<file path="config.mk">
export PLATFORM = sky130hd
export DESIGN_NAME = tlc_fsm
export DESIGN_NICKNAME = d
export VERILOG_FILES = /design/src/rtl/tlc_pkg.sv /design/src/rtl/tlc_timer.sv /design/src/rtl/tlc_fsm.sv
export SDC_FILE = /design/constraint.sdc
export NUM_CORES = 1
export LEC_CHECK = 0
export BUFFER_PORTS_ARGS = -buffer_cell sky130_fd_sc_hd__buf_4
export CAP_MARGIN = 10
export CORE_UTILIZATION = 44
export CTS_BUF_LIST = sky130_fd_sc_hd__clkbuf_16
export CTS_CLUSTER_DIAMETER = 100
export DETAILED_ROUTE_END_ITERATION = 8
export GPL_TIMING_DRIVEN = 0
export PLACE_DENSITY = 0.68
export SLEW_MARGIN = 20
export SYNTH_ARGS = -nofsm -noshare
export SYNTH_HDL_FRONTEND = slang
export SYNTH_SLANG_ARGS = --single-unit
</file>
<file path="constraint.sdc">
create_clock -name clk -period 2.2 [get_ports clk]
set_input_delay 0.44 -clock clk [delete_from_list [all_inputs] [get_ports clk]]
set_output_delay 0.44 -clock clk [all_outputs]
set_load 0.05 [all_outputs]
</file>
<file path="src/rtl/tlc_pkg.sv">
`default_nettype none
// +------------------------------------------------------------------+
// | tlc_pkg : shared state/light encodings and default phase times   |
// | Rev 1.0                                                          |
// +------------------------------------------------------------------+
package tlc_pkg;

  typedef enum logic [2:0] {
    MG  = 3'd0,
    MY  = 3'd1,
    AR1 = 3'd2,
    SG  = 3'd3,
    SY  = 3'd4,
    AR2 = 3'd5
  } state_e;

  localparam logic [2:0] RED = 3'b100;
  localparam logic [2:0] YEL = 3'b010;
  localparam logic [2:0] GRN = 3'b001;

  localparam int TW_DEF        = 6;
  localparam int T_MG_MIN_DEF  = 10;
  localparam int T_Y_DEF       = 3;
  localparam int T_AR_DEF      = 1;
  localparam int T_SG_DEF      = 8;
  localparam int T_PED_CLR_DEF = 3;

  // Timer load value for a duration; a zero duration behaves as one second.
  function automatic int dur_m1(input int d);
    return (d <= 0) ? 0 : d - 1;
  endfunction

endpackage
`default_nettype wire

</file>
<file path="src/rtl/tlc_timer.sv">
`default_nettype none
// +------------------------------------------------------------------+
// | tlc_timer : loadable down-counter with optional hold at zero     |
// | Rev 1.0                                                          |
// +------------------------------------------------------------------+
module tlc_timer #(
  parameter int             TW      = 6,
  parameter logic [TW-1:0]  RST_VAL = '0
) (
  input  logic          clk,
  input  logic          resetn,
  input  logic          load,
  input  logic [TW-1:0] load_val,
  input  logic          hold_at_zero,
  output logic [TW-1:0] tmr,
  output logic          zero
);

  logic [TW-1:0] tmr_q, tmr_d;

  always_comb begin
    tmr_d = tmr_q;
    if (load) begin
      tmr_d = load_val;
    end else if (!(hold_at_zero && (tmr_q == '0))) begin
      tmr_d = tmr_q - TW'(1);
    end
  end

  always_ff @(posedge clk or negedge resetn) begin
    if (!resetn) begin
      tmr_q <= RST_VAL;
    end else begin
      tmr_q <= tmr_d;
    end
  end

  assign tmr  = tmr_q;
  assign zero = (tmr_q == '0);

endmodule
`default_nettype wire

</file>
<file path="src/rtl/tlc_fsm.sv">
`default_nettype none
// +------------------------------------------------------------------+
// | tlc_fsm : main/side traffic light controller with ped crossing   |
// | Rev 1.0                                                          |
// +------------------------------------------------------------------+
module tlc_fsm
  import tlc_pkg::*;
#(
  parameter int TW        = TW_DEF,
  parameter int T_MG_MIN  = T_MG_MIN_DEF,
  parameter int T_Y       = T_Y_DEF,
  parameter int T_AR      = T_AR_DEF,
  parameter int T_SG      = T_SG_DEF,
  parameter int T_PED_CLR = T_PED_CLR_DEF
) (
  input  logic          clk,
  input  logic          resetn,
  input  logic          car_side,
  input  logic          ped_req,
  output logic [2:0]    main_light,
  output logic [2:0]    side_light,
  output logic          walk,
  output logic [TW-1:0] sec_left,
  output logic [2:0]    state_o
);

  localparam logic [TW-1:0] LD_MG  = TW'(dur_m1(T_MG_MIN));
  localparam logic [TW-1:0] LD_Y   = TW'(dur_m1(T_Y));
  localparam logic [TW-1:0] LD_AR  = TW'(dur_m1(T_AR));
  localparam logic [TW-1:0] LD_SG  = TW'(dur_m1(T_SG));
  localparam logic [TW-1:0] PED_CL = TW'(T_PED_CLR);

  state_e        state_q, state_d;
  logic          side_pend_q, side_pend_d;
  logic          ped_pend_q, ped_pend_d;
  logic          ped_srv_q, ped_srv_d;
  logic          tmr_load;
  logic [TW-1:0] tmr_ld_val;
  logic [TW-1:0] tmr;
  logic          tmr_zero;
  logic          demand;
  logic          enter_sg;

  assign demand   = side_pend_q | ped_pend_q;
  assign enter_sg = (state_q == AR1) && tmr_zero;

  tlc_timer #(
    .TW      (TW),
    .RST_VAL (LD_AR)
  ) u_timer (
    .clk          (clk),
    .resetn       (resetn),
    .load         (tmr_load),
    .load_val     (tmr_ld_val),
    .hold_at_zero (state_q == MG),
    .tmr          (tmr),
    .zero         (tmr_zero)
  );

  always_ff @(posedge clk or negedge resetn) begin
    if (!resetn) begin
      state_q     <= AR2;
      side_pend_q <= 1'b0;
      ped_pend_q  <= 1'b0;
      ped_srv_q   <= 1'b0;
    end else begin
      state_q     <= state_d;
      side_pend_q <= side_pend_d;
      ped_pend_q  <= ped_pend_d;
      ped_srv_q   <= ped_srv_d;
    end
  end

  always_comb begin
    state_d    = state_q;
    tmr_load   = 1'b0;
    tmr_ld_val = LD_AR;
    case (state_q)
      MG:  if (tmr_zero && demand) begin state_d = MY;  tmr_load = 1'b1; tmr_ld_val = LD_Y;  end
      MY:  if (tmr_zero)           begin state_d = AR1; tmr_load = 1'b1; tmr_ld_val = LD_AR; end
      AR1: if (tmr_zero)           begin state_d = SG;  tmr_load = 1'b1; tmr_ld_val = LD_SG; end
      SG:  if (tmr_zero)           begin state_d = SY;  tmr_load = 1'b1; tmr_ld_val = LD_Y;  end
      SY:  if (tmr_zero)           begin state_d = AR2; tmr_load = 1'b1; tmr_ld_val = LD_AR; end
      AR2: if (tmr_zero)           begin state_d = MG;  tmr_load = 1'b1; tmr_ld_val = LD_MG; end
      default: begin
        state_d    = AR2;
        tmr_load   = 1'b1;
        tmr_ld_val = LD_AR;
      end
    endcase
  end

  // Requests latch until the side phase starts; the clear on that edge beats a new set.
  always_comb begin
    side_pend_d = side_pend_q | (car_side && (state_q != SG));
    ped_pend_d  = ped_pend_q | ped_req;
    ped_srv_d   = ped_srv_q;
    if (enter_sg) begin
      side_pend_d = 1'b0;
      ped_pend_d  = 1'b0;
      ped_srv_d   = ped_pend_q;
    end else if ((state_q == SG) && tmr_zero) begin
      ped_srv_d   = 1'b0;
    end
  end

  always_comb begin
    main_light = RED;
    side_light = RED;
    case (state_q)
      MG:      main_light = GRN;
      MY:      main_light = YEL;
      SG:      side_light = GRN;
      SY:      side_light = YEL;
      default: begin
        main_light = RED;
        side_light = RED;
      end
    endcase
  end

  assign walk     = (state_q == SG) && ped_srv_q && (tmr >= PED_CL);
  assign sec_left = ((state_q == MG) && tmr_zero && !demand) ? '0 : tmr + TW'(1);
  assign state_o  = state_q;

endmodule
`default_nettype wire

</file>
==> results.sh, run 1 <==
export IMPL_cts_buffers=3
export IMPL_cts_clk_slew_worst_paths_ns=0.04
export IMPL_antenna_found_initial=0
export IMPL_grt_setup_unrepaired="true"
export IMPL_layout_drive_gt1_share_pct=44.4
export IMPL_place_ws_ns=-0.221
export IMPL_pin_count=20
export IMPL_core_area_um2=1750
export IMPL_critical_path_top_delay_family="simple AND/OR/NAND/NOR gates"
export IMPL_area_growth_pct=44.7
export IMPL_grt_pass1_vias=782
export IMPL_critPathRequiredTime_ns=1.76
export IMPL_drv_cap=0
export IMPL_clock_path_buffers=2
export IMPL_yosys_warnings=0
export IMPL_ant_nets=0
export IMPL_regArea_um2=304
export IMPL_ctsRootBufferMaster="clkbuf_16"
export IMPL_fin_crit_ns=2.29
export IMPL_fillers=143
export IMPL_critical_path_cell_chain="or4_4 -> nor4_4 -> nor2_1 -> buf_6"
export IMPL_die_area_um2=2070
export IMPL_clock_latency_ns=0.24
export IMPL_ys_seq_area_share_pct=36.3
export IMPL_finalSetupTns_ns=-0.202
export IMPL_start_kind="register"
export IMPL_multiInputGateArea_um2=536
export IMPL_via_per_inst=5.07
export IMPL_finalSetupViolCount=3
export IMPL_grt_pass1_wl_um=3630
export IMPL_clkSinkCount=12
export IMPL_violations="negative setup slack"
export IMPL_htree_levels=1
export IMPL_arrival_ns=1.85
export IMPL_crit_start="state_o[0]"
export IMPL_synth_nets=102
export IMPL_n_antenna_cell=0
export IMPL_syn_area_um2=835
export IMPL_critPathBufInv=1
export IMPL_holdBufCountCts=0
export IMPL_cpPeakStageDelay_ns=0.54
export IMPL_grt_max_degree=13
export IMPL_timing_rr_end="u_timer.tmr[4]"
export IMPL_cp_depth=4
export IMPL_hpwl_um=1410
export IMPL_setup_ws_ns=-0.0878
export IMPL_place_gp_congestion=0.820
export IMPL_r2r_start="u_timer.tmr[0]"
export IMPL_via_count=766
export IMPL_reg2reg_slack_ns=0.33
export IMPL_syn_inst=96
export IMPL_finish_instance_area_um2=1210
export IMPL_hold_viol_final=0
export IMPL_grt_use_total_pct=25.3
export IMPL_crit_fanout=7
export IMPL_end_kind="primary output"
export IMPL_fin_crit_sh_pct=104
export IMPL_final_max_slew_viol_count=0
export IMPL_reg2regPathDepth=7
export IMPL_wl_um=2140
export IMPL_start_util_pct=47.8
export IMPL_port_buffers=19
export IMPL_nets=133
export IMPL_crit_end="sec_left[2]"
export IMPL_postSynthRegisterBits=12
export IMPL_hold_class="input port to async pin"
export IMPL_dpl_instance_area_um2=1040
export IMPL_routedWlPerCell_um=14.2
export IMPL_fmax_mhz=437
export IMPL_cp_slowest_cell="or4_4"
export IMPL_relSlewSlack_pct=71.0
export IMPL_die_w_um=45.6
export IMPL_drt_iter0_drc=14
export IMPL_status="finished with violations"
export IMPL_firstDrtPassIters=3
export IMPL_clock_skew_ns=0.00177
export IMPL_syn_area_per_cell_um2=8.69
export IMPL_remaining_drc_errors=0
export IMPL_rows=15
export IMPL_critPathKind="register to primary output"
export IMPL_cts_tree="built"
export IMPL_grt_overflow=0
export IMPL_ys_types=40
export IMPL_die_y_um=45.6
export IMPL_worst_pin_slew_ns=0.436
stage by stage:
step,cells,util [%],hold WS (ns)
2_1_floorplan,96,-,0.144
3_3_place_gp,140,59.5,0.291
3_5_place_dp,140,59.5,0.294
4_1_cts,150,68.5,0.0350
5_1_grt,151,69.2,0.0407
6_report,151,69.2,0.0304
layer usage:
| metal | vias up | global-route usage (%) | part of all wire, % |
|---|---|---|---|
| li1 | 396 | - | - |
| met1 | 356 | 30.8 | 45 |
| met2 | 11 | 42.9 | 51 |
| met3 | 3 | 7.14 | 2.7 |
| met4 | 0 | 7.88 | 0.89 |
| met5 | - | 0 | 0 |
timing repair:
action                                  4_1_cts  5_1_grt
pin swaps                                     4        4
endpoints found under the setup margin        5        4
resized for setup                            11        1
setup buffers                                 6        2
gates cloned                                  0        0
worst min-delay path by stage:
| stage | endpoint | depth (start not counted) | slack, ns | startpoint |
|---|---|---|---|---|
| final | u_timer.tmr[3] | 1 | 0.03 | resetn |
| after CTS | u_timer.tmr[1] | 1 | 0.03 | resetn |
| after global routing | u_timer.tmr[1] | 1 | 0.04 | resetn |
| after floorplan | ped_pend_q | 0 | 0.14 | resetn |
| after detailed placement | u_timer.tmr[3] | 1 | 0.29 | resetn |
| after global placement | u_timer.tmr[3] | 1 | 0.29 | resetn |
cells by family after synthesis:
family,count (synthesis),share of synthesized area (%)
AOI/OAI and AO/OA,20,16.5
DFF,12,36.3
and+or+nand+nor,45,30.6
xor gates and xnor gates,6,6.30
buffers and inverters,10,6.00
muxes,1,1.35
adders and majority gates,2,3.00
area by class of cell:
class,count,area share (%)
Timing Repair Buffer,27,17.7
Sequential cell,12,25.2
Clock buffer,3,6.22
Inverter,5,1.55
Multi-Input combinational cell,74,44.4
Buffer,4,2.07
Clock inverter,1,0.311
Tap cell,25,2.59
synth_stat cells:
cell type,n,area [um^2]
a221o_1,1,10.0
dfstp_2,2,52.6
nor3_1,4,20.0
a22oi_1,1,7.51
ha_1,2,25.0
a21oi_1,5,25.0
nor3b_4,1,18.8
inv_1,5,18.8
a211o_1,1,8.76
nand2_1,8,30.0
a21oi_2,1,8.76
clkbuf_1,2,7.51
or4_1,1,7.51
nor2_1,13,48.8
nand4_1,1,6.26
nor2b_1,3,18.8
buf_2,1,5.00
or3b_2,1,8.76
a31oi_1,1,6.26
nor4_1,1,6.26
o22ai_1,1,6.26
nand2b_1,1,6.26
a2bb2oi_1,1,8.76
buf_4,1,7.51
xnor2_1,4,35.0
o21a_1,2,15.0
o2bb2ai_1,1,8.76
a211oi_1,2,15.0
xor2_1,2,17.5
nand3_1,4,20.0
nor4_4,1,21.3
o211ai_1,1,7.51
or3_1,1,6.26
o21ai_0,2,10.0
dfrtp_1,10,250
and2_1,2,12.5
mux2_2,1,11.3
or2_2,2,12.5
or3_4,1,11.3
buf_6,1,11.3
placed cells by master, fill, tap and decap left out, types with 2 or more instances in the layout:
| master | Yosys | layout |
|---|---|---|
| o21a_1 | 2 | 2 |
| nor2_1 | 13 | 9 |
| buf_6 | 1 | 4 |
| nor2_2 | 0 | 3 |
| o21ai_0 | 2 | 2 |
| or2_2 | 2 | 2 |
| a21oi_1 | 5 | 4 |
| nand2_1 | 8 | 8 |
| dfstp_2 | 2 | 2 |
| xor2_1 | 2 | 2 |
| dfrtp_1 | 10 | 9 |
| nor2b_1 | 3 | 2 |
| xnor2_1 | 4 | 4 |
| clkbuf_16 | 0 | 3 |
| nand3_1 | 4 | 4 |
| buf_4 | 1 | 24 |
| inv_1 | 5 | 3 |
| a211oi_1 | 2 | 2 |
| inv_2 | 0 | 2 |
| nor3_1 | 4 | 3 |
registers in the layout, summed over array words and instances, names as in the netlist, named ones only:
name and cells:
ped_pend_q 1, u_timer.tmr 6, state_o 2, side_pend_q 1
ped_srv_q 1
Power of run 1 is left out: the tool's default activity adds up to more than one toggle a clock period on the data nets, which glitch-free logic cannot reach.
==> run 2: changes to the inputs <==
--- a/config.mk
+++ b/config.mk
@@ -8,11 +8,12 @@
 export BUFFER_PORTS_ARGS = -buffer_cell sky130_fd_sc_hd__buf_4
 export CAP_MARGIN = 10
 export CORE_UTILIZATION = 44
-export CTS_BUF_LIST = sky130_fd_sc_hd__clkbuf_16
+export CTS_BUF_LIST = sky130_fd_sc_hd__clkbuf_4
 export CTS_CLUSTER_DIAMETER = 100
 export DETAILED_ROUTE_END_ITERATION = 8
 export GPL_TIMING_DRIVEN = 0
 export PLACE_DENSITY = 0.68
+export SETUP_SLACK_MARGIN = 0.02
 export SLEW_MARGIN = 20
 export SYNTH_ARGS = -nofsm -noshare
 export SYNTH_HDL_FRONTEND = slang
==> run 2 against run 1 <==
  * The flow still finishes with violations (negative setup slack)
  * Final cell count grew 2.6%
  * Non-clock buffer count grew 4
  * Sequential cell count is the same
  * Hold slack gained 0.33 ns
  * First-iteration DRC count grew 36%
  * Via count grew 10%
  * Critical path type unchanged
  * Core utilization shrank 0.79 points
  * Highest routed layer unchanged
  * Clock-buffer cell count is the same
==> results.sh, run 2 (synthesis results as in run 1) <==
export IMPL_grt_pass1_wl_um=3380
export IMPL_end_kind="primary output"
export IMPL_grt_setup_unrepaired="true"
export IMPL_start_util_pct=47.8
export IMPL_finish_instance_area_um2=1190
export IMPL_drv_cap=0
export IMPL_clock_path_buffers=2
export IMPL_hold_class="input port to register"
export IMPL_n_antenna_cell=0
export IMPL_setup_ws_ns=-0.132
export IMPL_hold_viol_final=0
export IMPL_port_buffers=19
export IMPL_cts_clk_slew_worst_paths_ns=0.07
export IMPL_hpwl_um=1380
export IMPL_place_ws_ns=-0.223
export IMPL_die_area_um2=2070
export IMPL_rows=15
export IMPL_worst_pin_slew_ns=0.396
export IMPL_clock_skew_ns=0.00430
export IMPL_cts_buffers=3
export IMPL_die_w_um=45.6
export IMPL_status="finished with violations"
export IMPL_via_count=844
export IMPL_drt_iter0_drc=19
export IMPL_relSlewSlack_pct=73.5
export IMPL_place_gp_congestion=0.821
export IMPL_final_util_pct=68.4
export IMPL_antenna_found_initial=0
export IMPL_final_common_cell="buf_4"
export IMPL_clock_latency_ns=0.28
export IMPL_core_area_um2=1750
export IMPL_layout_drive_gt1_share_pct=46.9
export IMPL_remaining_drc_errors=0
export IMPL_routedWlPerCell_um=14.1
export IMPL_area_growth_pct=43.0
export IMPL_dp_cells=140
export IMPL_cp_slowest_cell="or4_4"
export IMPL_grt_pass1_vias=738
export IMPL_grt_overflow=0
export IMPL_clkSinkCount=12
export IMPL_grt_use_total_pct=23.2
export IMPL_critPathBufInv=1
export IMPL_wl_um=2190
export IMPL_pin_count=20
export IMPL_cpPeakStageDelay_ns=0.55
export IMPL_start_kind="register"
export IMPL_fin_crit_ns=2.33
export IMPL_fin_crit_sh_pct=106
export IMPL_htree_levels=1
export IMPL_crit_fanout=5
export IMPL_ant_nets=0
export IMPL_grt_max_degree=13
export IMPL_arrival_ns=1.89
export IMPL_nets=137
export IMPL_finalSetupViolCount=3
export IMPL_final_max_slew_viol_count=0
export IMPL_ctsRootBufferMaster="clkbuf_4"
export IMPL_firstDrtPassIters=4
export IMPL_critical_path_top_delay_family="simple AND/OR/NAND/NOR gates"
export IMPL_violations="negative setup slack"
export IMPL_final_cell_mix="28 x buf_4, 9 x nor2_1, 9 x dfrtp_1, 8 x nand2_1"
export IMPL_largest_reg_flops=6
export IMPL_critical_path_cell_chain="or4_4 -> nor4_4 -> nor2_1 -> buf_6"
export IMPL_dpl_instance_area_um2=1040
export IMPL_die_y_um=45.6
export IMPL_critPathRequiredTime_ns=1.76
export IMPL_cts_tree="built"
export IMPL_layoutNonFillerInstCount=155
export IMPL_fmax_mhz=429
export IMPL_via_per_inst=5.45
export IMPL_critPathKind="register to primary output"
[run 2: cell types whose count changed in the layout (fill, tap and decap cells not counted), sizes merged]
cell,delta
clkbuf,-1
dlygate4sd3,+1
buf,+4
[run 2: metal layers]
layer | share of wire, % | GRT usage, %
met5 | 0 | 0
met4 | 0.96 | 5.45
met3 | 6.1 | 5.95
met2 | 51 | 38.6
met1 | 42 | 29.8
[run 2: timing repair]
action,in CTS,in global routing
endpoints found under the setup margin,5,5
hold endpoints to repair,10,0
pin swaps,3,3
resized for setup,12,3
hold buffers,1,0
setup buffers,5,7
[run 2: final timing paths]
check,from,end,slack [ns],cells past startpoint
worst max register to register,u_timer.tmr[0],u_timer.tmr[4],0.28,7
max in group asynchronous,resetn,async pin,1.43,2
min in group asynchronous,resetn,u_timer.tmr[1],0.53,2
worst min-delay path,ped_req,ped_pend_q,0.36,2
worst min register to register,ped_srv_q,ped_srv_q,0.50,2
worst max-delay path,state_o[0],sec_left[0],-0.13,4
[run 2: area by class of cell]
type / instances / area, um^2
clock inverters: 1 / 3.75
plain buffers: 3 / 21.3
clock buffers: 3 / 22.5
multi-input cells: 74 / 538
inverters: 5 / 18.8
well taps: 25 / 31.3
fillers: 150 / 552
flip-flops and latches: 12 / 304
repair buffers: 32 / 254
[run 2: stage by stage]
stage / setup TNS [ns] / hold slack, ns
6_report: -0.351 / 0.357
5_1_grt: -0.530 / 0.349
4_1_cts: -0.464 / 0.355
3_5_place_dp: -0.608 / 0.294
3_3_place_gp: -0.572 / 0.291
2_1_floorplan: -0.0853 / 0.144
Power of run 2 is left out for the same reason.
